### config.mk
export PLATFORM = sky130hd
export DESIGN_NAME = uart_rx_port_flat
export DESIGN_NICKNAME = d
export VERILOG_FILES = /design/src/rtl/uart_rx_port_if.sv /design/src/rtl/uart_rx_port.sv /design/src/flat_wrapper.sv
export SDC_FILE = /design/constraint.sdc
export NUM_CORES = 1
export LEC_CHECK = 0
export ABC_CLOCK_PERIOD_IN_PS = 2000
export CAP_MARGIN = 40
export CELL_PAD_IN_SITES_DETAIL_PLACEMENT = 1
export CELL_PAD_IN_SITES_GLOBAL_PLACEMENT = 1
export CORE_MARGIN = 2
export CORE_UTILIZATION = 43
export DETAILED_ROUTE_END_ITERATION = 6
export GPL_TIMING_DRIVEN = 0
export MAX_ROUTING_LAYER = met4
export PLACE_DENSITY = 0.86
export SYNTH_ARGS = -nofsm -noshare
export SYNTH_HDL_FRONTEND = slang
export SYNTH_SLANG_ARGS = --single-unit
### constraint.sdc
create_clock -name clk -period 2 [get_ports clk]
set_input_delay 0.2 -clock clk [delete_from_list [all_inputs] [get_ports clk]]
set_output_delay 0.2 -clock clk [all_outputs]
set_load 0.02 [all_outputs]
### src/rtl/uart_rx_port_if.sv
// Signal bundle between the 8N1 serial receiver and the CPU input port / interrupt line.
// The receiver uses the slave modport; the line driver and CPU side use master.
interface uart_rx_port_if;
  logic       rx;
  logic       ack;
  logic [7:0] data;
  logic       int_req;
  logic       rx_valid;
  logic       overrun;
  logic       frame_err;

  modport slave (
    input  rx,
    input  ack,
    output data,
    output int_req,
    output rx_valid,
    output overrun,
    output frame_err
  );

  modport master (
    output rx,
    output ack,
    input  data,
    input  int_req,
    input  rx_valid,
    input  overrun,
    input  frame_err
  );
endinterface

### src/rtl/uart_rx_port.sv
// 8N1 LSB-first serial receiver feeding one CPU input port, with a one-cycle interrupt
// pulse per good byte and a level-to-edge acknowledge from a CPU output-port bit.
module uart_rx_port #(
  parameter int unsigned DIVISOR = 434
) (
  input logic           clk,
  input logic           reset,
  uart_rx_port_if.slave bus
);

  localparam int unsigned     CntW    = $clog2(DIVISOR);
  localparam logic [CntW-1:0] CntLast = CntW'(DIVISOR - 1);
  localparam logic [CntW-1:0] CntHalf = CntW'(DIVISOR / 2 - 1);

  typedef enum logic [2:0] {
    StIdle,
    StStart,
    StData,
    StStop,
    StWaitIdle
  } state_e;

  state_e          state_q, state_d;
  logic [CntW-1:0] cnt_q, cnt_d;
  logic [2:0]      bit_idx_q, bit_idx_d;
  logic [7:0]      shreg_q, shreg_d;
  logic [7:0]      data_q, data_d;
  logic            int_req_q, int_req_d;
  logic            rx_valid_q, rx_valid_d;
  logic            overrun_q, overrun_d;
  logic            frame_err_q, frame_err_d;

  logic            rx_meta_q, rs_q;
  logic            ack_q;
  logic            ack_rise;

  assign ack_rise = bus.ack & ~ack_q;

  always_comb begin
    state_d     = state_q;
    cnt_d       = cnt_q;
    bit_idx_d   = bit_idx_q;
    shreg_d     = shreg_q;
    data_d      = data_q;
    int_req_d   = 1'b0;
    rx_valid_d  = rx_valid_q;
    overrun_d   = overrun_q;
    frame_err_d = frame_err_q;

    if (ack_rise) begin
      rx_valid_d = 1'b0;
      overrun_d  = 1'b0;
    end

    unique case (state_q)
      StIdle: begin
        cnt_d = '0;
        if (!rs_q) begin
          state_d = StStart;
        end
      end

      // Half-bit check of the start bit; later samples then land mid-bit.
      StStart: begin
        if (cnt_q == CntHalf) begin
          cnt_d = '0;
          if (!rs_q) begin
            state_d   = StData;
            bit_idx_d = '0;
          end else begin
            state_d = StIdle;
          end
        end else begin
          cnt_d = cnt_q + CntW'(1);
        end
      end

      StData: begin
        if (cnt_q == CntLast) begin
          cnt_d   = '0;
          shreg_d = {rs_q, shreg_q[7:1]};
          if (bit_idx_q == 3'd7) begin
            state_d   = StStop;
            bit_idx_d = '0;
          end else begin
            bit_idx_d = bit_idx_q + 3'd1;
          end
        end else begin
          cnt_d = cnt_q + CntW'(1);
        end
      end

      // A completion in the same cycle as ack_rise wins: the old byte counts as consumed.
      StStop: begin
        if (cnt_q == CntLast) begin
          cnt_d = '0;
          if (rs_q) begin
            state_d     = StIdle;
            data_d      = shreg_q;
            int_req_d   = 1'b1;
            rx_valid_d  = 1'b1;
            frame_err_d = 1'b0;
            if (rx_valid_q && !ack_rise) begin
              overrun_d = 1'b1;
            end
          end else begin
            state_d     = StWaitIdle;
            frame_err_d = 1'b1;
          end
        end else begin
          cnt_d = cnt_q + CntW'(1);
        end
      end

      // Hold off during a break so a long low line cannot look like a new start bit.
      StWaitIdle: begin
        cnt_d = '0;
        if (rs_q) begin
          state_d = StIdle;
        end
      end

      default: begin
        state_d = StIdle;
        cnt_d   = '0;
      end
    endcase
  end

  always_ff @(posedge clk) begin
    if (reset) begin
      state_q     <= StIdle;
      cnt_q       <= '0;
      bit_idx_q   <= '0;
      shreg_q     <= '0;
      data_q      <= '0;
      int_req_q   <= 1'b0;
      rx_valid_q  <= 1'b0;
      overrun_q   <= 1'b0;
      frame_err_q <= 1'b0;
      rx_meta_q   <= 1'b1;
      rs_q        <= 1'b1;
      ack_q       <= 1'b1;
    end else begin
      state_q     <= state_d;
      cnt_q       <= cnt_d;
      bit_idx_q   <= bit_idx_d;
      shreg_q     <= shreg_d;
      data_q      <= data_d;
      int_req_q   <= int_req_d;
      rx_valid_q  <= rx_valid_d;
      overrun_q   <= overrun_d;
      frame_err_q <= frame_err_d;
      rx_meta_q   <= bus.rx;
      rs_q        <= rx_meta_q;
      ack_q       <= bus.ack;
    end
  end

  assign bus.data      = data_q;
  assign bus.int_req   = int_req_q;
  assign bus.rx_valid  = rx_valid_q;
  assign bus.overrun   = overrun_q;
  assign bus.frame_err = frame_err_q;

endmodule
### src/flat_wrapper.sv
// flat-port wrapper written by rule: the top's interface ports become plain ports
module uart_rx_port_flat 
#(
  parameter int unsigned DIVISOR = 434
)
  (clk, reset, bus_rx, bus_ack, bus_data, bus_int_req, bus_rx_valid, bus_overrun, bus_frame_err);
  uart_rx_port_if bus_i ();
  input logic clk;
  input logic reset;
  input wire logic [$bits(bus_i.rx)-1:0] bus_rx;
  input wire logic [$bits(bus_i.ack)-1:0] bus_ack;
  output wire logic [$bits(bus_i.data)-1:0] bus_data;
  output wire logic [$bits(bus_i.int_req)-1:0] bus_int_req;
  output wire logic [$bits(bus_i.rx_valid)-1:0] bus_rx_valid;
  output wire logic [$bits(bus_i.overrun)-1:0] bus_overrun;
  output wire logic [$bits(bus_i.frame_err)-1:0] bus_frame_err;
  assign bus_i.rx = bus_rx;
  assign bus_i.ack = bus_ack;
  assign bus_data = bus_i.data;
  assign bus_int_req = bus_i.int_req;
  assign bus_rx_valid = bus_i.rx_valid;
  assign bus_overrun = bus_i.overrun;
  assign bus_frame_err = bus_i.frame_err;
  uart_rx_port #(.DIVISOR(DIVISOR)) u_core (.clk(clk), .reset(reset), .bus(bus_i));
endmodule
* Word-level counts from Yosys, hierarchy flattened
Cells that the tools add are included.
** Word-level totals
- Bits in registers :: 38
- Bits in latches :: 0
- RAM bits :: 0
- ROM bits :: 0
- Input bits :: 4
- Memories kept :: 0
** Operators by class
- Add/subtract/negate cells :: 2
- Multiply operators :: 0
- Div/mod/pow operators :: 0
- $lt $le $gt $ge :: 0
- Equal/unequal tests :: 14
- Shift-type cells :: 0
- Muxes and demuxes :: 28
- Bitwise operators :: 4
- Reduce and logical (&&, ||, !) cells :: 11
** Operator list (count)
- two-way mux 3 bit :: 11
- two-way mux 9 bit :: 2
- one-hot mux 9 bit (2 select lines) :: 1
- one-hot mux 3 bit (5 select lines) :: 1
- two-way mux 1 bit :: 11
- inequality test 2 x 1 -> 1 bit (second input constant) :: 5
- adder 9 x 1 -> 9 bit (second input constant) :: 1
- equality test 9 x 8 -> 1 bit (second input constant) :: 1
- equality test 9 bit (second input constant) :: 1
- equality test 3 x 2 -> 1 bit (second input constant) :: 2
- equality test 3 bit (second input constant) :: 2
- one-hot mux 3 bit (2 select lines) :: 1
- AND reduction 6 bit :: 1
- inequality test 2 bit (second input constant) :: 2
- AND reduction 2 bit :: 2
- AND reduction 4 bit :: 1
- adder 3 x 1 -> 3 bit (second input constant) :: 1
- equality test 3 x 1 -> 1 bit (second input constant) :: 1
- logical NOT 3 bit :: 1
- inverter 1 bit :: 3
- AND reduction 3 bit :: 1
- OR reduction 3 bit :: 1
- two-way mux 2 bit :: 1
- nonzero test 2 bit :: 1
- 4 further kinds :: 4

* Longest topological paths before layout
- Depth in word-level cells :: 8
- Mapped depth :: 7
- Depth with buffers taken out :: 6

* Worst setup path after synthesis
OpenSTA, ideal clock, no wires.
- Path type :: reg2reg
- Start point :: reg u_core.cnt_q[0]
- End point :: reg u_core.cnt_q[2]
- Setup time :: 138 ps
- Arrival time :: 1583 ps
- Required time :: 1862 ps
- Path slack :: 279 ps
- Stages on the path, launching flop included :: 7
- Clock period less this slack :: 1721 ps
- Path through :: dfxtp_1 > inv_1 > ha_1 > nor4bb_1 > a21oi_1 > o311ai_2 > nor2_1
** On the way
- Longest elaborated chain between the ends :: 3
** RTL lines
- start, declared :: line uart_rx_port.sv:24 : logic [CntW-1:0] cnt_q, cnt_d;
- start signal, assigned :: line uart_rx_port.sv:146 : cnt_q <= cnt_d;
- adder 9 x 1 -> 9 bit (tied with other cells) :: line uart_rx_port.sv:74, uart_rx_port.sv:89, uart_rx_port.sv:111
- two-way mux 9 bit (on tied branches) :: line uart_rx_port.sv:79, uart_rx_port.sv:95, uart_rx_port.sv:65
- one-hot mux 9 bit (2 select lines) * :: line uart_rx_port.sv:55 : unique case (state_q)
Every way passes the cells marked *; elsewhere a longest branch is shown, timed or not.
A chain may end at the register's enable or synchronous reset.

* Final worst setup path
- Start point :: reg u_core.cnt_q[0]
- End point :: reg u_core.data_q[2], in the netlist u_core.bus.data[2]
** On the way
- Longest elaborated chain between the ends :: 2
** RTL lines
- equality test 9 bit :: line uart_rx_port.sv:95 : if (cnt_q == CntLast) begin
- AND reduction 3 bit (no line)
- end signal, assigned :: line uart_rx_port.sv:149 : data_q <= data_d;
- end, declared :: line uart_rx_port.sv:27 : logic [7:0] data_q, data_d;
Every way passes these cells.

==> results_dict.tcl <==
set metrics [dict create \
    place_hpwl_um 2710 \
    critical_path_class "register to register" \
    power.switching_fraction 0.200 \
    timing.rr.start "u_core.cnt_q[0]" \
    globalRouteTotalUtil 0.213 \
    ys_types 42 \
    post_place_worst_slack_ps -180 \
    syn_inst 165 \
    clock_latency_late_sink_ps 300 \
    design_area_mm2 0.00207 \
    r2r_end "u_core.bus.data[2]" \
    h-tree-depth 2 \
    power.clock.fraction 0.494 \
    holdCritStartpoint "u_core.rx_meta_q" \
    synth.net_count 174 \
    via_count_of_the_first_global_routing_pass 1394 \
    status "complete, no violations" \
    drt_first_iter_violations 59 \
    pwr-share-seq 0.477 \
    finalClockSkew_ps 7.11 \
    portBuffers 15 \
    grt_first_pass_wirelength_um 6630 \
    cts-root-to-sink-buffers 2 \
    cp_cell_sequence "ha_1 > nand4b_1 > nor4_4 > and3_1 > buf_2 > a22o_1" \
    hold-path-endpoint "u_core.rs_q" \
    fin_ws_ps 46.2 \
    drc 0 \
    p_total_mw 1.60 \
    critPathRequiredTime_ps 2240 \
    powerDensity_mw_per_mm2 773 \
    setup_tns_ps 0 \
    slew_headroom 0.527 \
    syn2layout_area_growth_pct 26.3 \
    post-synth-top-area-fraction 0.465 \
    synth-edff-count 0 \
    yosysTopAreaCell "sky130_fd_sc_hd__dfxtp_1" \
    ir_worst_vdd_mv 0.329 \
    achievable-frequency_mhz 512 \
    post_synth_xor_area_fraction 0.0375 \
    synth-seq-cells 38 \
    synthesis.area_mm2 0.00164 \
    core_region_area_mm2 0.00366 \
    dr.pass1.iters 4 \
    detailroute.via_count 1346 \
    place_area_mm2 0.00185 \
    cts_tree "yes" \
    fp.dieH_um 65.7 \
    min_delay_path_depth 1 \
    power.switching_uw 319 \
    gp_routability_congestion 0.851 \
    setup_viol_count_final 0 \
    yosys_warnings 0 \
    final.min_clock_period_ps 1950 \
    leakage_nw 0.740 \
    die_x_um 65.7 \
    internal-power_mw 1.28 \
    die_area_mm2 0.00431 \
    clock-sinks 38 \
    slew_viol_final 0 \
    drive_above_1_share 0.155 \
    antenna-diode-count 0 \
    start_kind "register" \
    cp.arrival_ps 2190 \
    initial_core_util 0.447 \
    number_of_antenna_violations_at_the_first_check_in_global_routing 0 \
    power_frac_comb 0.029 \
    synth.yosys.seq_area_share 0.465 \
    synth-compound-area-share 0.109 \
    layout.nets 201 \
    floorplan.rows 22 \
    synth_simple_gate_area_share 0.229 \
    critPathMaxStageDelay_ps 420 \
    min_path_type "register to register" \
    cts_buffers 5 \
    drv.max_cap_violation_count 0 \
    grt_start_max_net_pins 14 \
    async_flop_share 0 \
    synthesis.area_per_instance_um2 9.91 \
    worst_hold_slack_after_final_layout_ps 414 \
    yosys-mux-area-fraction 0.0735 \
    critical_path.slowest_cell "sky130_fd_sc_hd__dfxtp_1" \
    detail_route.vias_per_cell 5.59 \
    critical_path_peak_fanout 9 \
    synthFlopType "sky130_fd_sc_hd__dfxtp_1" \
    clk_pin_slew_worst_paths_ps 80 \
    worst_slew_pin_slew_ps 710 \
    worst-r2r-setup-slack_ps 50 \
    post_synth_main_area_contributors "sky130_fd_sc_hd__dfxtp_1, sky130_fd_sc_hd__mux2i_1, sky130_fd_sc_hd__nor2_1, sky130_fd_sc_hd__a22o_1, sky130_fd_sc_hd__ha_1" \
    timing.final.crit_share 0.977 \
    finalHoldViolCount 0 \
    routed_wl_um 4430 \
    critical_path.endpoint_type "register" \
    main_combinational_cell_family_by_area_after_synthesis "simple AND/OR/NAND/NOR gates" \
    route.antenna.remaining_nets 0 \
    ioPinCount 16 \
    clock-root-buffer "sky130_fd_sc_hd__clkbuf_8" \
    grt_overflow_total 0 \
    post_synthesis_adder_cell_area_fraction 0.0383 \
    wl_per_cell_um 18.4 \
    timing.reg2reg.worst_path_depth 6 \
]
## final cells by class
| class | instances | area, um2 |
|---|---|---|
| fill | 405 | 1600 |
| multi-input combinational | 111 | 816 |
| sequential | 38 | 761 |
| timing repair buffer | 20 | 213 |
| clock buffer | 5 | 68.8 |
| clock inverter | 3 | 68.8 |
| tap | 48 | 60.1 |
| buffer | 9 | 52.6 |
| inverter | 7 | 26.3 |
## critical path, delay by kind of cell (launching register included)
family	cells	cell delay, ps
flip-flops	1	420
adder cells (fa/ha/maj)	1	190
AO/OA/AOI/OAI	1	180
buffers and inverters	1	230
AND/OR/NAND/NOR	3	880
## logic make-up after synthesis
kind of cell,count (synthesis)
flip-flops,38
buffers and inverters,16
XOR/XNOR,7
AO/OA/AOI/OAI,23
adder cells (fa/ha/maj),5
multiplexers,12
AND/OR/NAND/NOR,64
## per-stage QoR
stage | std cells | utilization
after floorplan | 165 | -
after global placement | 228 | 0.504
after detailed placement | 228 | 0.504
after CTS | 238 | 0.555
after global routing | 241 | 0.564
final | 241 | 0.564
## flip-flops by register name, indices dropped and copies added, names as in the netlist
name and count:
u_core.ack_q 1, u_core.bit_idx_q 3, u_core.bus.data 8, u_core.bus.frame_err 1, u_core.bus.int_req 1, u_core.bus.overrun 1, u_core.bus.rx_valid 1, u_core.cnt_q 9
u_core.rs_q 1, u_core.rx_meta_q 1, u_core.shreg_q 8, u_core.state_q 3
## cells in the mapped netlist (2+ instances only)
| cell type | instances |
|---|---|
| sky130_fd_sc_hd__nor4b_1 | 2 |
| sky130_fd_sc_hd__nand3_1 | 6 |
| sky130_fd_sc_hd__xnor2_1 | 4 |
| sky130_fd_sc_hd__clkbuf_1 | 4 |
| sky130_fd_sc_hd__dfxtp_1 | 38 |
| sky130_fd_sc_hd__nor3_1 | 3 |
| sky130_fd_sc_hd__o21ai_0 | 2 |
| sky130_fd_sc_hd__ha_1 | 5 |
| sky130_fd_sc_hd__a22o_1 | 8 |
| sky130_fd_sc_hd__a21oi_1 | 6 |
| sky130_fd_sc_hd__buf_2 | 2 |
| sky130_fd_sc_hd__mux2i_1 | 12 |
| sky130_fd_sc_hd__nand2_1 | 10 |
| sky130_fd_sc_hd__or2_2 | 3 |
| sky130_fd_sc_hd__nor4_4 | 2 |
| sky130_fd_sc_hd__nor2_1 | 22 |
| sky130_fd_sc_hd__xor2_1 | 3 |
| sky130_fd_sc_hd__buf_6 | 2 |
| sky130_fd_sc_hd__inv_1 | 7 |
| sky130_fd_sc_hd__nand4_1 | 2 |
## metal layers
layer,track usage,wire length [um],vias to the layer above
met5,-,0,-
met4,0.0938,121,0
met3,0.0394,152,9
met2,0.376,2430,39
met1,0.231,1730,662
li1,-,-,636
## cell usage in the layout (no fill, tap or decap), types with 2 or more instances in the layout
cell type	Yosys	routed
sky130_fd_sc_hd__dfxtp_1	38	38
sky130_fd_sc_hd__nor2_1	22	22
sky130_fd_sc_hd__clkdlybuf4s50_1	0	15
sky130_fd_sc_hd__mux2i_1	12	12
sky130_fd_sc_hd__nand2_1	10	10
sky130_fd_sc_hd__a22o_1	8	8
sky130_fd_sc_hd__inv_1	7	7
sky130_fd_sc_hd__nand3_1	6	6
sky130_fd_sc_hd__a21oi_1	6	5
sky130_fd_sc_hd__ha_1	5	5
sky130_fd_sc_hd__clkbuf_8	0	5
sky130_fd_sc_hd__clkbuf_1	4	4
sky130_fd_sc_hd__xnor2_1	4	4
sky130_fd_sc_hd__or2_2	3	3
sky130_fd_sc_hd__nor3_1	3	3
sky130_fd_sc_hd__xor2_1	3	3
sky130_fd_sc_hd__buf_4	0	3
sky130_fd_sc_hd__buf_6	2	2
sky130_fd_sc_hd__buf_2	2	2
sky130_fd_sc_hd__nor4b_1	2	2
sky130_fd_sc_hd__o21ai_0	2	2
sky130_fd_sc_hd__nor4_4	2	2
sky130_fd_sc_hd__nand4_1	2	2
sky130_fd_sc_hd__bufinv_16	0	2
sky130_fd_sc_hd__buf_12	0	2
## power by group through the flow
stage / sequential [mW] / clock [mW] / combinational, mW
global placement: 0.779 / 0 / 0.0379
floorplan: 0.779 / 0 / 0.0250
detailed placement: 0.780 / 0 / 0.0409
global route: 0.762 / 0.825 / 0.0494
CTS: 0.762 / 0.798 / 0.0446
finish: 0.762 / 0.788 / 0.0458
## how the worst max path moves through the flow
stage | from | end | cells after the start
2_1_floorplan | u_core.cnt_q[0] | u_core.cnt_q[2] | 6
3_3_place_gp | u_core.cnt_q[0] | u_core.cnt_q[8] | 6
3_5_place_dp | u_core.cnt_q[0] | u_core.cnt_q[8] | 6
4_1_cts | u_core.cnt_q[0] | u_core.state_q[0] | 6
5_1_grt | u_core.cnt_q[0] | u_core.bus.data[7] | 6
6_report | u_core.cnt_q[0] | u_core.bus.data[2] | 6
## timing repair
| item | CTS | global route |
|---|---|---|
| setup endpoints to repair | 25 | 22 |
| gates resized for setup | 1 | 2 |
| hold buffers | 0 | 0 |
| buffers inserted | 2 | 3 |
| pin swaps | 3 | 1 |
(Power assumes the default switching activity.)
==> patch, RTL diff (config.mk and constraints unchanged) <==
`DIVISOR` is set to 434 in 2 places; all go to 868.
--- a/src/rtl/uart_rx_port.sv
+++ b/src/rtl/uart_rx_port.sv
@@ -1,7 +1,7 @@
 // 8N1 LSB-first serial receiver feeding one CPU input port, with a one-cycle interrupt
 // pulse per good byte and a level-to-edge acknowledge from a CPU output-port bit.
 module uart_rx_port #(
-  parameter int unsigned DIVISOR = 434
+  parameter int unsigned DIVISOR = 868
 ) (
   input logic           clk,
   input logic           reset,
--- a/src/flat_wrapper.sv
+++ b/src/flat_wrapper.sv
@@ -1,7 +1,7 @@
 // flat-port wrapper written by rule: the top's interface ports become plain ports
 module uart_rx_port_flat 
 #(
-  parameter int unsigned DIVISOR = 434
+  parameter int unsigned DIVISOR = 868
 )
   (clk, reset, bus_rx, bus_ack, bus_data, bus_int_req, bus_rx_valid, bus_overrun, bus_frame_err);
   uart_rx_port_if bus_i ();
Check against the original RTL: same outputs for any inputs over 10 cycles, from zero or initial values and one cycle with reset high; that may be too few to reach the edited logic, so the function may still have changed.
==> patch against the unedited design <==
Final area is 0.48% lower. Sequential cell count is 1 higher. Utilization is 0.15 points higher. Worst setup slack worse by 0.0083 ns. Synthesized area is 0.77% lower. Routed wire length is 6.1% lower. Count of clock-buffer cells in the layout is 1 higher. Critical path type unchanged.
Power is not compared: it rests on default switching activity, and its combinational part moved more than twofold at a synthesized area within 25%.
==> patch: results (changes against the unedited design) <==
* Status: complete, no violations
* Top FF cell, synth: dfxtp_1
* Least-Margin Pin Slew at 0.492 ns (-0.218 ns)
* # diodes at 0 (unchanged)
* Crit-path max cell delay at 0.37 ns (-0.05 ns)
* CP Max Fanout at 6 (-3)
* FF-to-FF path depth at 7 (+1)
* Clock Path Buffers at 2 (unchanged)
* Met3 GRT Util at 0.0616 (+0.0223)
* Via density per instance at 5.30 (-5.2%)
* Hold path cells at 1 (unchanged)
* IO buf count at 15 (unchanged)
* Crit path max-delay family: simple AND/OR/NAND/NOR gates
* GPL Wtd Cong at 0.853 (+0.25%)
* Unique masters post-synth at 39 (-7.1%)
* Ys async rst share at 0 (unchanged)
* GRT Overall Usage at 0.211 (-0.00148)
* Max reg flops at 10 (+1)
* Initial antenna violation count at 0 (unchanged)
* Met1 Usage GRT at 0.217 (-0.0145)
* Post-Syn Nets at 168 (-3.4%)
* Layout fillers at 419 (+3.5%)
* H-Tree Depth at 2 (unchanged)
* Post-Place Cell Area at 1830 um2 (-0.68%)
* Vias in the first global route at 1346 (-3.4%)
* Cts bufs inserted at 5 (unchanged)
* First-pass GRT wire length at 6490 um (-2.1%)
* Final #Nets at 199 (-1.0%)
* Fraction of the yosys area taken by sequential cells at 0.481 (+0.0159)
* Area contributors post-synth: dfxtp_1 (48%), mux2i_1 (6.2%), nor2_1 (4.9%)
* Core area at 3630 um2 (-0.75%)
* Place WS at -0.0885 ns (+0.0920 ns)
* Root buf cell: clkbuf_8
* Pre-antenna DRT Iters at 4 (unchanged)
* Leakage power at between 0.7 and 0.8 nW
* Synth Warn # at 0 (unchanged)
* Largest register by flop count: u_core.cnt_q
* Global-route met2 utilization at 0.367 (-0.00892)
* DRT iter0 DRCs at 54 (-8.5%)
* Worst Hold Path EP: u_core.rs_q
* Worst-path clk slew at 0.08 ns (about the same)
* CP arrival at 2.12 ns (-0.07 ns)
* Layout cells sized above 1 at 0.234 (+0.0789)
* Hold Path Class: flip-flop to flip-flop
* Critical path required time at 2.15 ns (-0.09 ns)
* Peak VDD IR at 0.500 mV
* Drt total wl at 4160 um (-6.1%)
* Reg2reg start: u_core.cnt_q[0]
* Clk Latency, worst-skew pair at 0.29 ns
* Detailed placement HPWL at 2680 um (-0.82%)
* Sw power at 0.000360 W
* Worst R2R End: u_core.shreg_q[7]
* Commonest cells post-synth: dfxtp_1 (39), nor2_1 (21), mux2i_1 (10), nor2_2 (10)
* Pin count of the biggest net entering global routing at 14 (unchanged)
* CP max stage cell: dfxtp_2
* HP Start: u_core.rx_meta_q
* Worst clock skew at 0.00454 ns (-0.00256 ns)
-- patch: per-layer routing --
| layer | part of all wire | vias to the layer above |
|---|---|---|
| met5 | 0 | - |
| met4 | 0.026 | 0 |
| met3 | 0.026 | 12 |
| met2 | 0.54 | 17 |
| met1 | 0.40 | 623 |
| li1 | - | 619 |
-- patch: worst max-delay path by stage --
| stage | endpoint | cells past startpoint | from | slack [ns] |
|---|---|---|---|---|
| after floorplan | u_core.cnt_q[6] | 7 | u_core.cnt_q[0] | 0.20 |
| after global placement | u_core.bus.data[6] | 6 | u_core.cnt_q[0] | 0.01 |
| after detailed placement | u_core.bus.data[1] | 6 | u_core.cnt_q[0] | -0.09 |
| after CTS | u_core.shreg_q[7] | 6 | u_core.cnt_q[0] | 0.02 |
| after global routing | u_core.bit_idx_q[2] | 6 | u_core.state_q[2] | -0.12 |
| final | u_core.shreg_q[7] | 7 | u_core.cnt_q[0] | 0.04 |
-- patch: repair_timing --
item                                    4_1_cts  5_1_grt
buffers inserted                              0        9
gates resized for setup                       1        8
endpoints found under the setup margin        9       27
pin swaps                                     1        3
-- patch: stage by stage --
stage | util | hold slack (ns) | cells | total power, W
3_5_place_dp | 0.504 | 0.401 | 223 | 0.000906
5_1_grt | 0.566 | 0.432 | 240 | 0.00153
6_report | 0.566 | 0.423 | 240 | 0.00147
4_1_cts | 0.533 | 0.424 | 231 | 0.00146
2_1_floorplan | - | 0.304 | 160 | 0.000877
3_3_place_gp | 0.504 | 0.396 | 223 | 0.000898
-- patch: area by class of cell --
class / instances / share of cell area
flip-flops and latches: 39 / 0.380
plain buffers: 4 / 0.0110
clock inverters: 2 / 0.00791
well taps: 48 / 0.0292
repair buffers: 24 / 0.112
clock buffers: 6 / 0.0402
multi-input cells: 112 / 0.410
inverters: 5 / 0.00913
-- patch: logic make-up (layout without fill, tap and decap cells) --
| logic type | Yosys count | in the layout | synth area share |
|---|---|---|---|
| flip-flops | 39 | 39 | 0.481 |
| multiplexers | 10 | 10 | 0.0617 |
| XOR/XNOR | 8 | 8 | 0.0432 |
| buffers and inverters | 9 | 41 | 0.0254 |
| AND/OR/NAND/NOR | 69 | 69 | 0.256 |
| AO/OA/AOI/OAI | 21 | 21 | 0.102 |
| adder cells (fa/ha/maj) | 4 | 4 | 0.0308 |
-- patch: power groups by stage --
stage | Sequential (W) | Combinational [W] | Clock [W]
6_report | 0.000800 | 0.000102 | 0.000566
5_1_grt | 0.000802 | 0.000113 | 0.000617
4_1_cts | 0.000798 | 0.0000902 | 0.000575
3_5_place_dp | 0.000816 | 0.0000893 | 0
3_3_place_gp | 0.000815 | 0.0000831 | 0
2_1_floorplan | 0.000812 | 0.0000645 | 0
